[src/rtl/cdc_chan_pkg.sv]
// -----------------------------------------------------------------------------
// cdc_chan_pkg
// Shared definitions for the CDC FIFO channel arbiter:
//   - chan_state_t : sequencer states (RESET, RECOVER, RUN)
//   - MIN_RST_CYCLES / MIN_RECOVER_CYCLES : lower bounds of the FIFO reset
//     sequence timing that the 7-series FIFO primitive tolerates
//   - tag_width()  : width of the source tag prepended to each FIFO word
// -----------------------------------------------------------------------------
package cdc_chan_pkg;

    typedef enum logic [1:0] {
        ST_RESET   = 2'd0,
        ST_RECOVER = 2'd1,
        ST_RUN     = 2'd2
    } chan_state_t;

    localparam int MIN_RST_CYCLES     = 5;
    localparam int MIN_RECOVER_CYCLES = 4;

    // At least one tag bit so the port never collapses to zero width.
    function automatic int tag_width(input int num_req);
        return (num_req <= 2) ? 1 : $clog2(num_req);
    endfunction

endpackage

[src/rtl/rr_arb.sv]
// -----------------------------------------------------------------------------
// rr_arb
// Combinational round-robin grant: the first set bit of valid, searching from
// ptr upward modulo NUM_REQ, becomes the one-hot grant.
// Ports:
//   valid     in  NUM_REQ  request vector
//   ptr       in  TAG_W    highest-priority index (always < NUM_REQ)
//   grant     out NUM_REQ  one-hot grant, zero when nothing is valid
//   grant_idx out TAG_W    binary index of the grant
//   any_valid out 1        at least one request present
// -----------------------------------------------------------------------------
module rr_arb #(
    parameter int NUM_REQ = 4,
    parameter int TAG_W   = 2
) (
    input  logic [NUM_REQ-1:0] valid,
    input  logic [TAG_W-1:0]   ptr,
    output logic [NUM_REQ-1:0] grant,
    output logic [TAG_W-1:0]   grant_idx,
    output logic               any_valid
);

    logic [TAG_W-1:0] idx;

    // Walk from the farthest offset back to ptr so the closest valid
    // requester is the last one written and therefore wins.
    always_comb begin
        grant     = '0;
        grant_idx = '0;
        any_valid = 1'b0;
        idx       = '0;
        for (int k = NUM_REQ - 1; k >= 0; k--) begin
            idx = TAG_W'((int'(ptr) + k) % NUM_REQ);
            if (valid[idx]) begin
                grant      = '0;
                grant[idx] = 1'b1;
                grant_idx  = idx;
                any_valid  = 1'b1;
            end
        end
    end

endmodule

[src/rtl/cdc_chan_arb.sv]
// -----------------------------------------------------------------------------
// cdc_chan_arb
// Round-robin arbiter and reset sequencer for a shared dual-clock FIFO write
// port. NUM_REQ valid/ready requesters are multiplexed onto one FIFO write
// port; each word is written as {tag, data}. The FIFO reset sequence
// (RST held, WREN low around it) is generated here. Single clock domain.
//
// Optional feature: define CDC_CHAN_ARB_ERRCNT_EN to build the saturating
// write-error counter; otherwise err_cnt is tied to zero.
//
// Ports:
//   clk              in  1                 FIFO write clock
//   rst              in  1                 synchronous active-high reset
//   flush            in  1                 pulse: re-run FIFO reset sequence
//   req_valid        in  NUM_REQ           per-requester valid
//   req_data         in  NUM_REQ*DATA_W    packed payloads, i at [i*DATA_W +: DATA_W]
//   req_ready        out NUM_REQ           per-requester ready (one-hot or zero)
//   fifo_rst         out 1                 FIFO RST
//   fifo_wren        out 1                 FIFO WREN
//   fifo_di          out DATA_W+TAG_W      FIFO DI = {tag, data}
//   fifo_almostfull  in  1                 FIFO ALMOSTFULL (sole backpressure)
//   fifo_wrerr       in  1                 FIFO WRERR
//   chan_up          out 1                 high while in RUN
//   err_cnt          out 16                write-error count
// -----------------------------------------------------------------------------
module cdc_chan_arb
    import cdc_chan_pkg::*;
#(
    parameter  int NUM_REQ        = 4,
    parameter  int DATA_W         = 32,
    parameter  int RST_CYCLES     = 8,
    parameter  int RECOVER_CYCLES = 4,
    localparam int TAG_W          = tag_width(NUM_REQ)
) (
    input  logic                        clk,
    input  logic                        rst,
    input  logic                        flush,
    input  logic [NUM_REQ-1:0]          req_valid,
    input  logic [NUM_REQ*DATA_W-1:0]   req_data,
    output logic [NUM_REQ-1:0]          req_ready,
    output logic                        fifo_rst,
    output logic                        fifo_wren,
    output logic [DATA_W+TAG_W-1:0]     fifo_di,
    input  logic                        fifo_almostfull,
    input  logic                        fifo_wrerr,
    output logic                        chan_up,
    output logic [15:0]                 err_cnt
);

    if (NUM_REQ < 2 || NUM_REQ > 8) begin : g_bad_num_req
        $error("cdc_chan_arb: NUM_REQ must be 2..8");
    end
    if (RST_CYCLES < MIN_RST_CYCLES) begin : g_bad_rst_cycles
        $error("cdc_chan_arb: RST_CYCLES below minimum");
    end
    if (RECOVER_CYCLES < MIN_RECOVER_CYCLES) begin : g_bad_recover_cycles
        $error("cdc_chan_arb: RECOVER_CYCLES below minimum");
    end
    if (DATA_W + TAG_W > 72) begin : g_bad_width
        $error("cdc_chan_arb: DATA_W+TAG_W exceeds FIFO width");
    end

    chan_state_t state, state_d;
    logic [15:0] cnt, cnt_d;

    logic [TAG_W-1:0]   ptr;
    logic [NUM_REQ-1:0] grant;
    logic [TAG_W-1:0]   grant_idx;
    logic               any_valid;
    logic               arb_en;
    logic               xfer;

    logic                    fifo_rst_q;
    logic                    chan_up_q;
    logic                    vld_p1;
    logic [DATA_W+TAG_W-1:0] di_p1;

    // ---- Sequencer -------------------------------------------------------
    always_comb begin
        state_d = state;
        cnt_d   = cnt;
        case (state)
            ST_RESET: begin
                if (cnt == 16'(RST_CYCLES - 1)) begin
                    state_d = ST_RECOVER;
                    cnt_d   = '0;
                end else begin
                    cnt_d = cnt + 16'd1;
                end
            end
            ST_RECOVER: begin
                if (cnt == 16'(RECOVER_CYCLES - 1)) begin
                    state_d = ST_RUN;
                    cnt_d   = '0;
                end else begin
                    cnt_d = cnt + 16'd1;
                end
            end
            ST_RUN: begin
                cnt_d = '0;
            end
            default: begin
                state_d = ST_RESET;
                cnt_d   = '0;
            end
        endcase
        if (flush) begin
            state_d = ST_RESET;
            cnt_d   = '0;
        end
    end

    // fifo_rst and chan_up are registered from the next state so they switch
    // on the same edge as the state itself without decode glitches.
    always_ff @(posedge clk) begin
        if (rst) begin
            state      <= ST_RESET;
            cnt        <= '0;
            fifo_rst_q <= 1'b1;
            chan_up_q  <= 1'b0;
        end else begin
            state      <= state_d;
            cnt        <= cnt_d;
            fifo_rst_q <= (state_d == ST_RESET);
            chan_up_q  <= (state_d == ST_RUN);
        end
    end

    // ---- Arbitration (combinational, p0) ---------------------------------
    rr_arb #(
        .NUM_REQ (NUM_REQ),
        .TAG_W   (TAG_W)
    ) u_rr_arb (
        .valid     (req_valid),
        .ptr       (ptr),
        .grant     (grant),
        .grant_idx (grant_idx),
        .any_valid (any_valid)
    );

    // A flush cancels the transfer in its own cycle.
    assign arb_en    = (state == ST_RUN) && !fifo_almostfull && !flush;
    assign req_ready = arb_en ? grant : '0;
    assign xfer      = arb_en && any_valid;

    always_ff @(posedge clk) begin
        if (rst || flush) begin
            ptr <= '0;
        end else if (xfer) begin
            ptr <= (grant_idx == TAG_W'(NUM_REQ - 1)) ? '0 : grant_idx + 1'b1;
        end
    end

    // ---- Output register (p1) --------------------------------------------
    always_ff @(posedge clk) begin
        if (rst) begin
            vld_p1 <= 1'b0;
            di_p1  <= '0;
        end else begin
            vld_p1 <= xfer;
            if (xfer) begin
                di_p1 <= {grant_idx, req_data[grant_idx*DATA_W +: DATA_W]};
            end
        end
    end

    // A word already in the output register is dropped when flush arrives,
    // which also guarantees WREN is low the cycle before RST rises.
    assign fifo_wren = vld_p1 && !flush;
    assign fifo_di   = di_p1;
    assign fifo_rst  = fifo_rst_q;
    assign chan_up   = chan_up_q;

    // ---- Write-error counter ---------------------------------------------
`ifdef CDC_CHAN_ARB_ERRCNT_EN
    logic [15:0] err_q;

    always_ff @(posedge clk) begin
        if (rst) begin
            err_q <= '0;
        end else if ((state == ST_RUN) && fifo_wrerr && (err_q != 16'hFFFF)) begin
            err_q <= err_q + 16'd1;
        end
    end

    assign err_cnt = err_q;
`else
    logic unused_wrerr;

    assign unused_wrerr = fifo_wrerr;
    assign err_cnt      = '0;
`endif

endmodule

[config.mk]
export PLATFORM = sky130hd
export DESIGN_NAME = cdc_chan_arb
export DESIGN_NICKNAME = d
export VERILOG_FILES = /design/src/rtl/cdc_chan_pkg.sv /design/src/rtl/rr_arb.sv /design/src/rtl/cdc_chan_arb.sv
export SDC_FILE = /design/constraint.sdc
export NUM_CORES = 1
export LEC_CHECK = 0
export CAP_MARGIN = 20
export CORE_ASPECT_RATIO = 0.5
export CORE_MARGIN = 4
export CORE_UTILIZATION = 41
export DETAILED_ROUTE_END_ITERATION = 6
export PLACE_DENSITY = 0.82
export SYNTH_ARGS = -nofsm -noshare
export SYNTH_HDL_FRONTEND = slang
export SYNTH_SLANG_ARGS = --single-unit
[constraint.sdc]
create_clock -name clk -period 3.8 [get_ports clk]
set_clock_uncertainty 0.1 [all_clocks]
set_input_delay 0.38 -clock clk [delete_from_list [all_inputs] [get_ports clk]]
set_output_delay 0.38 -clock clk [all_outputs]
set_load 0.005 [all_outputs]
# ---- Word level (Yosys, flattened, before mapping)
# Cells that the tools add are included.
dict set report totals {
  regBits 57
  output_inout_bits 57
  latch_bits 0
  rom_bits 0
  wordCells 78
  mem_count 0
  ramBits 0
  inputBits 137
}
dict set report op_classes {
  div_mod_pow 0
  bitwise 0
  addsub 5
  shift 1
  n_reduce_logical 14
  magnitude_cmp 8
  mul 0
  muxes 37
  eq_ne 6
}
# cell count
set ops {}
lappend ops {{indexed part select 128 x 8 -> 32 bit} 1}
lappend ops {{two-way mux 16 bit} 2}
lappend ops {{case mux 16 bit (2 select lines)} 1}
lappend ops {{two-way mux 4 bit} 5}
lappend ops {{adder 16 x 1 -> 16 bit (second input constant)} 1}
lappend ops {{equality test 16 x 2 -> 1 bit (second input constant)} 1}
lappend ops {{equality test 16 x 3 -> 1 bit (second input constant)} 1}
lappend ops {{two-way mux 2 bit} 8}
lappend ops {{less-than comparator 2 x 3 -> 1 bit (second input constant)} 4}
lappend ops {{two-way mux 1 bit} 12}
lappend ops {{binary-select mux 1 bit (select 2 bit)} 4}
lappend ops {{demux 1 bit (select 2 bit)} 4}
lappend ops {{>= comparator 2 x 1 -> 1 bit (second input constant)} 4}
lappend ops {{logical AND 1 bit} 8}
lappend ops {{equality test 2 bit (second input constant)} 3}
lappend ops {{case mux 2 bit (3 select lines)} 1}
lappend ops {{adder 2 x 1 -> 2 bit (second input constant)} 2}
lappend ops {{adder 2 bit (second input constant)} 2}
lappend ops {{logical NOT 2 bit} 2}
lappend ops {{equality test 2 x 1 -> 1 bit (second input constant)} 1}
lappend ops {{logical NOT 1 bit} 2}
lappend ops {{OR reduction 2 bit} 1}
lappend ops {{logical OR 1 bit} 1}

# ---- Logic depth before layout (Yosys ltp)
# Gate-level depths: netlist (run 1).
dict set report depth {
  ltp_word 10
  ltp_mapped 13
  ltp_nobuf 8
}

# ---- Modules after synthesis
# Synthesis (run 1) repeated with hierarchy kept, for this count alone.
dict set report unflattened {
  cells_unflattened 384
  area_unflattened_um2 3607.2
}
# module area_each_um2 n_inst seq_area_each_um2 cells_per_inst
set by_module_without_submodules {}
lappend by_module_without_submodules {cdc_chan_arb 3098.0 1 1141.1 323}
lappend by_module_without_submodules {rr_arb 509.2 1 0.0 61}

# ---- Worst setup path before layout (run 1)
# Ideal clock, no wire load.
dict set report synth_timing {
  path_type {register to register}
  from {reg ptr[0]}
  to {reg di_p1[0], in the netlist fifo_di[0]}
  setup_slack_ns 0.404
  t_required_ns 3.578
  path_stages_with_launch 12
  arrival_time_ns 3.174
  setup_ns 0.122
  n_path_buf 4
  synth_period_minus_slack_ns 3.396
  cell_sequence {dfxtp_1 -> buf_2 -> inv_1 -> clkbuf_1 -> ha_1 -> clkbuf_1 -> mux4_2 -> o21a_4 -> nor2_2 -> buf_6 -> mux2_4 -> a221o_1}
}
dict set report synth_between {
  elab_chain_len 8
  word_cells_on_any_way 21
  cone_classes {add/sub: 3; shift: 1; mux: 16; reduce/logical: 1}
}
# element line
set synth_rtl {}
lappend synth_rtl {{start: declaration} cdc_chan_arb.sv:66} ;# logic [TAG_W-1:0] ptr;
lappend synth_rtl {{start signal: assignment} cdc_chan_arb.sv:150} ;# ptr <= (grant_idx == TAG_W'(NUM_REQ - 1)) ? '0 : grant_idx + 1'b1;
lappend synth_rtl {{adder 2 bit} rr_arb.sv:33} ;# idx = TAG_W'((int'(ptr) + k) % NUM_REQ);
lappend synth_rtl {{binary-select mux 1 bit (select 2 bit)} rr_arb.sv:34} ;# if (valid[idx]) begin
lappend synth_rtl {{two-way mux 1 bit (not written as such)} rr_arb.sv:34}
lappend synth_rtl {{two-way mux 2 bit / two-way mux 1 bit (equally long branches) (4 in a row)} rr_arb.sv:34}
lappend synth_rtl {{indexed part select 128 x 8 -> 32 bit / logical AND 1 bit (equally long branches)} {cdc_chan_arb.sv:162, cdc_chan_arb.sv:144}}
lappend synth_rtl {{end signal: assignment} cdc_chan_arb.sv:162} ;# di_p1 <= {grant_idx, req_data[grant_idx*DATA_W +: DATA_W]};
lappend synth_rtl {{end: declaration} cdc_chan_arb.sv:76} ;# logic [DATA_W+TAG_W-1:0] di_p1;
# Several ways; a longest one is shown, not always the timed one. The select of a mux whose other input is x is not followed.
# A chain may end at the register's enable or synchronous reset.

# ---- Final worst setup path (run 1)
dict set report layout_timing {
  from {reg ptr[1]}
  to {out req_ready[1]}
}
dict set report layout_between {
  elab_chain_len 10
  word_cells_on_any_way 36
  cone_classes {add/sub: 3; order compare: 8; mux: 21; reduce/logical: 4}
}
# element line
set layout_rtl {}
lappend layout_rtl {{adder 2 bit} rr_arb.sv:33}
lappend layout_rtl {{less-than comparator 2 x 3 -> 1 bit (not written as such) / >= comparator 2 x 1 -> 1 bit (equally long branches)} rr_arb.sv:36} ;# grant[idx] = 1'b1;
lappend layout_rtl {{logical AND 1 bit (not written as such)} rr_arb.sv:36}
lappend layout_rtl {{two-way mux 1 bit (not written as such)} rr_arb.sv:36}
lappend layout_rtl {{demux 1 bit (select 2 bit)} n/a}
lappend layout_rtl {{two-way mux 4 bit (3 in a row)} rr_arb.sv:34}
lappend layout_rtl {{two-way mux 4 bit *} rr_arb.sv:34}
lappend layout_rtl {{two-way mux 4 bit *} cdc_chan_arb.sv:143} ;# assign req_ready = arb_en ? grant : '0;
lappend layout_rtl {{end: declaration} cdc_chan_arb.sv:40} ;# output logic [NUM_REQ-1:0] req_ready,
# Every way passes the cells marked *; elsewhere a longest branch is shown, timed or not. The select of a mux whose other input is x is not followed.

==> run summary, run 1 <==
TritonCTS clock tree -> done
Worst Path Required -> 3.32 ns
Yosys top cell area share -> 29.4%
Data arrival, critical path -> 3.13 ns
Max FO, Critical Path -> 10
Sequential share of the synthesized area -> 29.4%
Row Count -> 24
Net Sw Frac -> 22.5%
Post-synthesis async set-or-reset flop share -> 0%
Max-slew violation count -> 0
Mean Syn Cell Area -> 8.26 µm²
Ys Warns -> 0
Crit path kind -> register to output pin
Setup TNS -> 0 ns
Combinational power share -> 17.2%
Power density over the cells -> 295 mW/mm²
Final-stage net count -> 782
Finished Cell Area -> 0.00603 mm²
Switching Power -> 0.400 mW
WL final -> 13.1 mm
Number of global-route vias before repair -> 4,072
Clk slew on worst S/H paths -> 0.05 ns
Initial antenna violation count -> 0
Most common cell in the netlist -> dfxtp_1
Horiz. Die Dim -> 146 µm
FILL cells -> 724
Final cycle utilization of the critical path -> 94.9%
Worst slew margin -> 29.6%
Sequential Power Share -> 33.7%
Worst Max-Slew Pin Slew -> 1.05 ns
Fin cells -> 759
PnR Total Power -> 1.78 mW
Clock buffer depth -> 2
Synth Register Bits -> 57
DR pass1 iterations -> 6
Num CTS Buffers -> 9
Gpl congestion -> 0.832
Global Route Usage Sum -> 22.8%
Ports -> 194
P&R area growth vs syn -> 55.3%
Peak VDD IR -> 0.217 mV
Outcome -> completed
Overflow after GRT -> 0
Post-route ant nets -> 0
Post-synthesis cell type count -> 50
Final hold violations -> 0
Via/cell ratio -> 5.58
Mapped Area -> 0.00388 mm²
Core footprint -> 0.00895 mm²
Inst Count DP -> 743
Post-synth top area cell -> dfxtp_1
Min Tclk post-route -> 3.61 ns
CP endpoint kind -> output pin
Diode count -> 0
Detailed-route DRC error count -> 0
Synth cell count leaders -> 57 x dfxtp_1, 42 x nand3_1, 40 x nor2_1
Clk Latency, worst-skew pair -> 0.33 ns
First-pass GRT wire length -> 21.1 mm
Hold_ws -> 0.368 ns
Maxcap violations -> 0
DPL Wire Length -> 9.54 mm
Internal -> 1.38 mW
Via Count -> 4,235
DP Area -> 0.00570 mm²
Clock Power Share -> 49.1%
Mapped Cells -> 470
Die Height -> 76.8 µm
Largest net degree at the start of global routing -> 23
Final setup fails -> 0
Worst hold path class -> register to register
Initial Utilization -> 43.4%
Sink Count -> 57
Die area -> 0.0112 mm²
Port bufs -> 176
Routed len/inst -> 17.3 µm
Number of flops mapped to enable cells by yosys -> 0
CTS Hold Bufs -> 0
Worst Setup Start Kind -> register
Initial DRC count -> 208
CTS root buf -> clkbuf_16
Share of layout cells above drive strength 1 -> 10.4%
H-tree depth -> 3
Leakage -> 2.23 nW
Top FF cell, synth -> dfxtp_1
Synth top area cells -> dfxtp_1 29%, mux2_4 6.2%, a221o_1 5.7%, nand3_1 5.4%, a211oi_1 5.0%
F_max -> 277 MHz
## layer usage
metal | up-vias | routed length (µm) | global-route usage [%]
met3 | 22 | 888 | 6.01
met4 | 0 | 213 | 6.91
met2 | 177 | 6580 | 39.6
met1 | 2001 | 5440 | 28.1
li1 | 2035 | - | -
met5 | - | 0 | 0
## timing repair
item | CTS | global route
endpoints found under the setup margin | 0 | 4
gates resized for setup | 0 | 1
setup buffers | 0 | 0
## power groups by stage
stage	logic (mW)	registers (mW)	clock network, mW
2_1_floorplan	0.141	0.613	0
3_3_place_gp	0.297	0.613	0
3_5_place_dp	0.302	0.613	0
4_1_cts	0.304	0.600	0.883
5_1_grt	0.328	0.600	0.918
6_report	0.306	0.600	0.874
## flip-flops by register name, indices dropped and copies added (netlist names)
register and flops:
state 2, fifo_rst 1, fifo_di 34, ptr 2
vld_p1 1, chan_up 1, cnt 16
## critical path, cell delays in order, from the launching register on
cell and delay (ns):
dfxtp_1 0.58, inv_1 0.19, ha_1 0.46, mux2i_1 0.19, a211oi_2 0.38, a221o_1 0.22
nand3_1 0.08, a21oi_1 0.16, clkdlybuf4s50_1 0.52
## stage by stage
step	utilization, %	setup WS (ns)
6_report	67.4	0.194
5_1_grt	67.4	-0.0131
4_1_cts	67.3	0.0859
3_5_place_dp	63.7	0.292
3_3_place_gp	63.7	0.395
2_1_floorplan	-	0.404
## path summary, 6_finish.rpt
kind	from	to	slack, ns	depth (start not counted)
max	ptr[1]	req_ready[1]	0.19	8
max reg2reg	ptr[1]	fifo_di[15]	0.36	9
min	fifo_di[33]	fifo_di[33]	0.37	2
min reg2reg	fifo_di[33]	fifo_di[33]	0.37	2
## cells in the final DEF (no fill, tap or decap), types with 6 or more instances in the layout
master	n
a211oi_1	25
a21oi_1	37
a221o_1	22
a22oi_1	11
and3_1	14
buf_4	17
clkbuf_16	9
clkdlybuf4s50_1	176
conb_1	16
dfxtp_1	57
ha_1	8
inv_1	6
mux2_4	16
mux2i_1	9
nand2_1	25
nand2b_1	7
nand3_1	42
nor2_1	40
nor3_1	8
o21ai_0	20
o21bai_1	12
xnor2_1	9
xor2_1	7
## area by class of cell
class | count | area (µm²) | area share (%)
Multi-Input combinational cell | 370 | 2510 | 41.6
Timing Repair Buffer | 193 | 1890 | 31.3
Sequential cell | 57 | 1140 | 18.9
Clock buffer | 11 | 243 | 4.03
Tap cell | 117 | 146 | 2.43
Clock inverter | 5 | 78.8 | 1.31
Inverter | 6 | 22.5 | 0.374
## logic make-up after synthesis
kind of cell	count (synthesis)	synth area share, %
xor+xnor	16	3.61
fa+ha+maj	8	2.58
simple gates	158	20.3
buf+inv	58	7.90
other cells	1	0.0967
compound gates	142	25.6
mux	30	10.5
flops	57	29.4
No activity file was read; power rests on OpenSTA's default activity.
==> run 2, diff against run 1 <==
SLEW_MARGIN = 20   (was not set)
==> run 2 against run 1 <==
  * Via count stayed put
  * Global-route usage did not move
  * Hold slack gained 0.00097 ns
  * Critical path depth unchanged
  * Setup slack worse by 0.041 ns
  * Clock power hardly changed
  * Sequential share of layout area barely moved
  * Sequential power hardly changed
  * Cell area hardly changed
  * Critical path type unchanged
  * Largest cell class unchanged
  * Largest power group unchanged
==> run summary, run 2 (same netlist as run 1, synthesis figures left out) <==
TritonCTS clock tree -> done
Initial DRC count -> 220
Num CTS Buffers -> 9
Finished Cell Area -> 0.00603 mm²
Switching Power -> 0.400 mW
Global Route Usage Sum -> 22.8%
DPL Wire Length -> 9.54 mm
Initial Utilization -> 43.4%
Core footprint -> 0.00895 mm²
Net Sw Frac -> 22.5%
Via Count -> 4,235
Crit path kind -> register to output pin
H-tree depth -> 3
Setup repair bufs after CTS -> 0
Fin cells -> 759
Sink Count -> 57
Leakage -> 2.23 nW
Min Tclk post-route -> 3.65 ns
Most frequent cells in the layout -> 176 x clkdlybuf4s50_1, 57 x dfxtp_1, 42 x nand3_1
Clk slew on worst S/H paths -> 0.05 ns
Final setup fails -> 0
Row Count -> 24
Final WS setup -> 0.153 ns
Sequential Power Share -> 33.7%
Detailed-route DRC error count -> 0
P&R area growth vs syn -> 55.4%
Data arrival, critical path -> 3.17 ns
Die area -> 0.0112 mm²
PnR Total Power -> 1.78 mW
CTS root buf -> clkbuf_16
Max FO, Critical Path -> 10
Share of layout cells above drive strength 1 -> 10.6%
Final hold violations -> 0
Most common cell after layout, fill and taps aside -> clkdlybuf4s50_1
Peak VDD IR -> 0.221 mV
Final cycle utilization of the critical path -> 96.0%
DP Area -> 0.00570 mm²
Worst Path Required -> 3.32 ns
Clock Power Share -> 49.1%
Hold_ws -> 0.369 ns
Internal -> 1.38 mW
Diode count -> 0
Via/cell ratio -> 5.58
Maxcap violations -> 0
Largest net degree at the start of global routing -> 23
Worst Max-Slew Pin Slew -> 0.958 ns
Gpl congestion -> 0.832
Routed len/inst -> 17.3 µm
Die Height -> 76.8 µm
Clk Latency, worst-skew pair -> 0.33 ns
Initial antenna violation count -> 0
CP endpoint kind -> output pin
Combinational power share -> 17.2%
Overflow after GRT -> 0
Worst Setup Start Kind -> register
Max-slew violation count -> 0
First-pass GRT wire length -> 21.1 mm
Number of global-route vias before repair -> 4,072
Final-stage net count -> 782
Worst slew margin -> 36.1%
Horiz. Die Dim -> 146 µm
Place WS -> 0.292 ns
Inst Count DP -> 743
WL final -> 13.2 mm
F_max -> 274 MHz
Port bufs -> 176
Outcome -> completed
Post-route ant nets -> 0
Clock buffer depth -> 2
Ports -> 194
Worst hold path class -> register to register
Largest register FFs -> 34
Power density over the cells -> 295 mW/mm²
DR pass1 iterations -> 5
[run 2: per-layer routing]
metal	vias to the layer above	track usage [%]	part of all wire (%)	wire, µm
met5	-	0	0	0
met4	0	6.91	1.5	197
met3	22	6.01	6.8	894
met2	177	39.6	49	6500
met1	2001	28.1	42	5580
li1	2035	-	-	-
[run 2: layout make-up]
class	instances	area, µm²
sequential	57	1140
multi-input combinational	370	2510
clock inverter	5	78.8
fill	725	2920
clock buffer	11	243
tap	117	146
timing repair buffer	193	1890
inverter	6	22.5
[run 2: critical path, stage by stage (launching register included)]
cell             delay, ns
dfxtp_1               0.60
inv_1                 0.20
ha_1                  0.47
mux2i_1               0.20
a211oi_2              0.38
a221o_1               0.22
nand3_1               0.08
a21oi_1               0.16
clkdlybuf4s50_1       0.53
[run 2: worst paths after layout]
path | start | endpoint | slack [ns] | depth (start not counted)
setup / recovery | ptr[1] | req_ready[1] | 0.15 | 8
setup reg to reg | ptr[1] | fifo_di[15] | 0.32 | 9
hold reg to reg | cnt[0] | cnt[0] | 0.37 | 1
hold / removal | cnt[0] | cnt[0] | 0.37 | 1
[run 2: repair_timing]
| item | 4_1_cts | 5_1_grt |
|---|---|---|
| setup endpoints to repair | 0 | 4 |
| gates resized for setup | 0 | 1 |
| hold buffers | 0 | 0 |
[run 2: power groups by stage]
stage | Clock (mW) | Combinational (mW) | Sequential (mW)
floorplan | 0 | 0.141 | 0.613
global placement | 0 | 0.297 | 0.613
CTS | 0.883 | 0.304 | 0.600
finish | 0.874 | 0.306 | 0.600
detailed placement | 0 | 0.302 | 0.613
global route | 0.918 | 0.328 | 0.600
[run 2: per-stage QoR]
stage                     util (%)  setup TNS (ns)
final                         67.4               0
after global routing          67.4         -0.0131
after CTS                     67.3               0
after detailed placement      63.7               0
after global placement        63.7               0
after floorplan                  -               0
==> run 3, diff against run 2 <==
CTS_CLUSTER_SIZE = 10   (was not set)
PLACE_DENSITY = 0.85   (was 0.82)
==> run 3 against run 2 <==
  * Register-to-register slack improved by 0.25 ns
  * Non-clock buffer count decreased by 3
  * Count of clock-buffer cells in the layout unchanged
  * Total power decreased by 7.9%
  * Hold slack got worse by 0.0094 ns
  * Combinational power about the same
  * Clock power decreased by 16%
  * Largest cell class unchanged
  * Critical path depth unchanged
  * Highest routed layer unchanged
==> run summary, run 3 (same netlist as run 1, synthesis figures left out) <==
Post-route ant nets -> 0
Core footprint -> 0.00895 mm²
Ports -> 194
Initial DRC count -> 281
Reg-to-reg startpoint -> ptr[0]
Sequential Area -> 0.00114 mm²
WL final -> 13.3 mm
Initial Utilization -> 43.4%
H-tree depth -> 3
Detailed-route DRC error count -> 0
TritonCTS clock tree -> done
CP endpoint kind -> output pin
FILL cells -> 730
Top cell family by delay on the critical path -> compound AO/OA/AOI/OAI gates
Routed len/inst -> 17.6 µm
Outcome -> completed
CTS-repair resized insts -> 0
Max-slew violation count -> 0
Number of global-route vias before repair -> 4,108
Final-stage net count -> 779
Critical path cell sequence -> inv_1, ha_1, mux2i_1, a211oi_1, a221o_1, nand3_1, a21oi_1, clkdlybuf4s50_1
Clk Latency, worst-skew pair -> 0.33 ns
Largest net degree at the start of global routing -> 31
Global Route Usage Sum -> 22.5%
Initial antenna violation count -> 0
Min Tclk post-route -> 3.55 ns
Setup TNS -> 0 ns
Most frequent cells in the layout -> 176 x clkdlybuf4s50_1, 57 x dfxtp_1, 42 x nand3_1
Gpl congestion -> 0.851
Via Count -> 4,282
Data arrival, critical path -> 3.07 ns
Hold Crit Start -> fifo_di[33]
Final setup fails -> 0
Diode count -> 0
Share of layout cells above drive strength 1 -> 10.2%
Largest register FFs -> 34
FF-to-FF path depth -> 7
Crit path kind -> register to output pin
Setup repair bufs after CTS -> 0
Worst Setup Start Kind -> register
Min-Delay Endpoint -> fifo_di[33]
Worst Path Buf+Inv -> 2
Worst Path Required -> 3.32 ns
Sink Count -> 57
Maxcap violations -> 0
Place WS -> 0.304 ns
Worst Max-Slew Pin Slew -> 0.944 ns
RSZ-0062 raised after global routing -> false
Hold path cells -> 2
P&R area growth vs syn -> 53.6%
Overflow after GRT -> 0
Area occupied by multi-input gates -> 0.00251 mm²
First-pass GRT wire length -> 20.7 mm
Port bufs -> 176
PnR Total Power -> 1.64 mW
DPL Wire Length -> 9.60 mm
Slowest cell on the critical path -> clkdlybuf4s50_1
Row Count -> 24
Clk slew on worst S/H paths -> 0.05 ns
FF-to-FF setup slack -> 0.57 ns
Final WS setup -> 0.248 ns
Die Height -> 76.8 µm
Horiz. Die Dim -> 146 µm
Most common cell after layout, fill and taps aside -> clkdlybuf4s50_1
Num CTS Buffers -> 9
Final cycle utilization of the critical path -> 93.5%
Clock buffer depth -> 2
F_max -> 282 MHz
Largest stage delay, worst path -> 0.52 ns
Max FO, Critical Path -> 8
Die area -> 0.0112 mm²
DR pass1 iterations -> 5
Peak VDD IR -> 0.260 mV
Reg2reg end -> fifo_di[17]
Worst hold path class -> register to register
CTS root buf -> clkbuf_16
Final hold violations -> 0
CTS Hold Bufs -> 0
Final Core Density -> 66.6%
Via/cell ratio -> 5.66
Worst slew margin -> 37.0%
Leakage -> 2.19 nW
Power density over the cells -> 275 mW/mm²
[run 3: changes by cell type in the layout (fill, tap and decap cells not counted), sizes merged]
cell,before,now
clkinv,3,4
buf,17,14
clkinvlp,0,1
bufinv,2,0
[run 3: layer usage]
metal	part of all wire (%)	global-route usage (%)	vias up
li1	-	-	2034
met1	41	25.6	2052
met2	51	40.9	173
met3	6.5	5.83	23
met4	2.2	8.33	0
met5	0	0	-
[run 3: worst max path at each step]
| stage | from | end | slack [ns] | cells after the start |
|---|---|---|---|---|
| 6_report | ptr[0] | req_ready[1] | 0.25 | 8 |
| 5_1_grt | ptr[0] | req_ready[3] | 0.01 | 8 |
| 4_1_cts | ptr[0] | req_ready[0] | 0.28 | 8 |
| 3_5_place_dp | req_valid[0] | req_ready[0] | 0.30 | 7 |
| 3_3_place_gp | req_valid[0] | req_ready[1] | 0.40 | 7 |
| 2_1_floorplan | ptr[0] | fifo_di[0] | 0.40 | 11 |
[run 3: where the power goes]
| part | leakage (nW) | total [mW] | internal (mW) | switching (mW) |
|---|---|---|---|---|
| Sequential | 0.459 | 0.600 | 0.599 | 0.00100 |
| Combinational | 1.60 | 0.304 | 0.189 | 0.115 |
| Clock | 0.135 | 0.735 | 0.455 | 0.279 |
| Total | 2.19 | 1.64 | 1.24 | 0.395 |
[run 3: final cells by class]
| class | count | area share (%) |
|---|---|---|
| Clock buffer | 11 | 4.07 |
| Sequential cell | 57 | 19.2 |
| Tap cell | 117 | 2.46 |
| Inverter | 6 | 0.378 |
| Timing Repair Buffer | 190 | 31.3 |
| Clock inverter | 5 | 0.525 |
| Multi-Input combinational cell | 370 | 42.1 |
[run 3: through the flow]
stage / instance area [µm²] / hold WS (ns) / cells
after floorplan: 3940 / 0.330 / 485
after global placement: 5680 / 0.339 / 740
after detailed placement: 5680 / 0.352 / 740
after CTS: 5950 / 0.363 / 756
after global routing: 5960 / 0.391 / 756
final: 5960 / 0.359 / 756
[run 3: tightest hold or removal path: stages, from the launching register on]
cell and delay [ns]:
dfxtp_1 0.31, nand2_1 0.05, a21oi_1 0.05
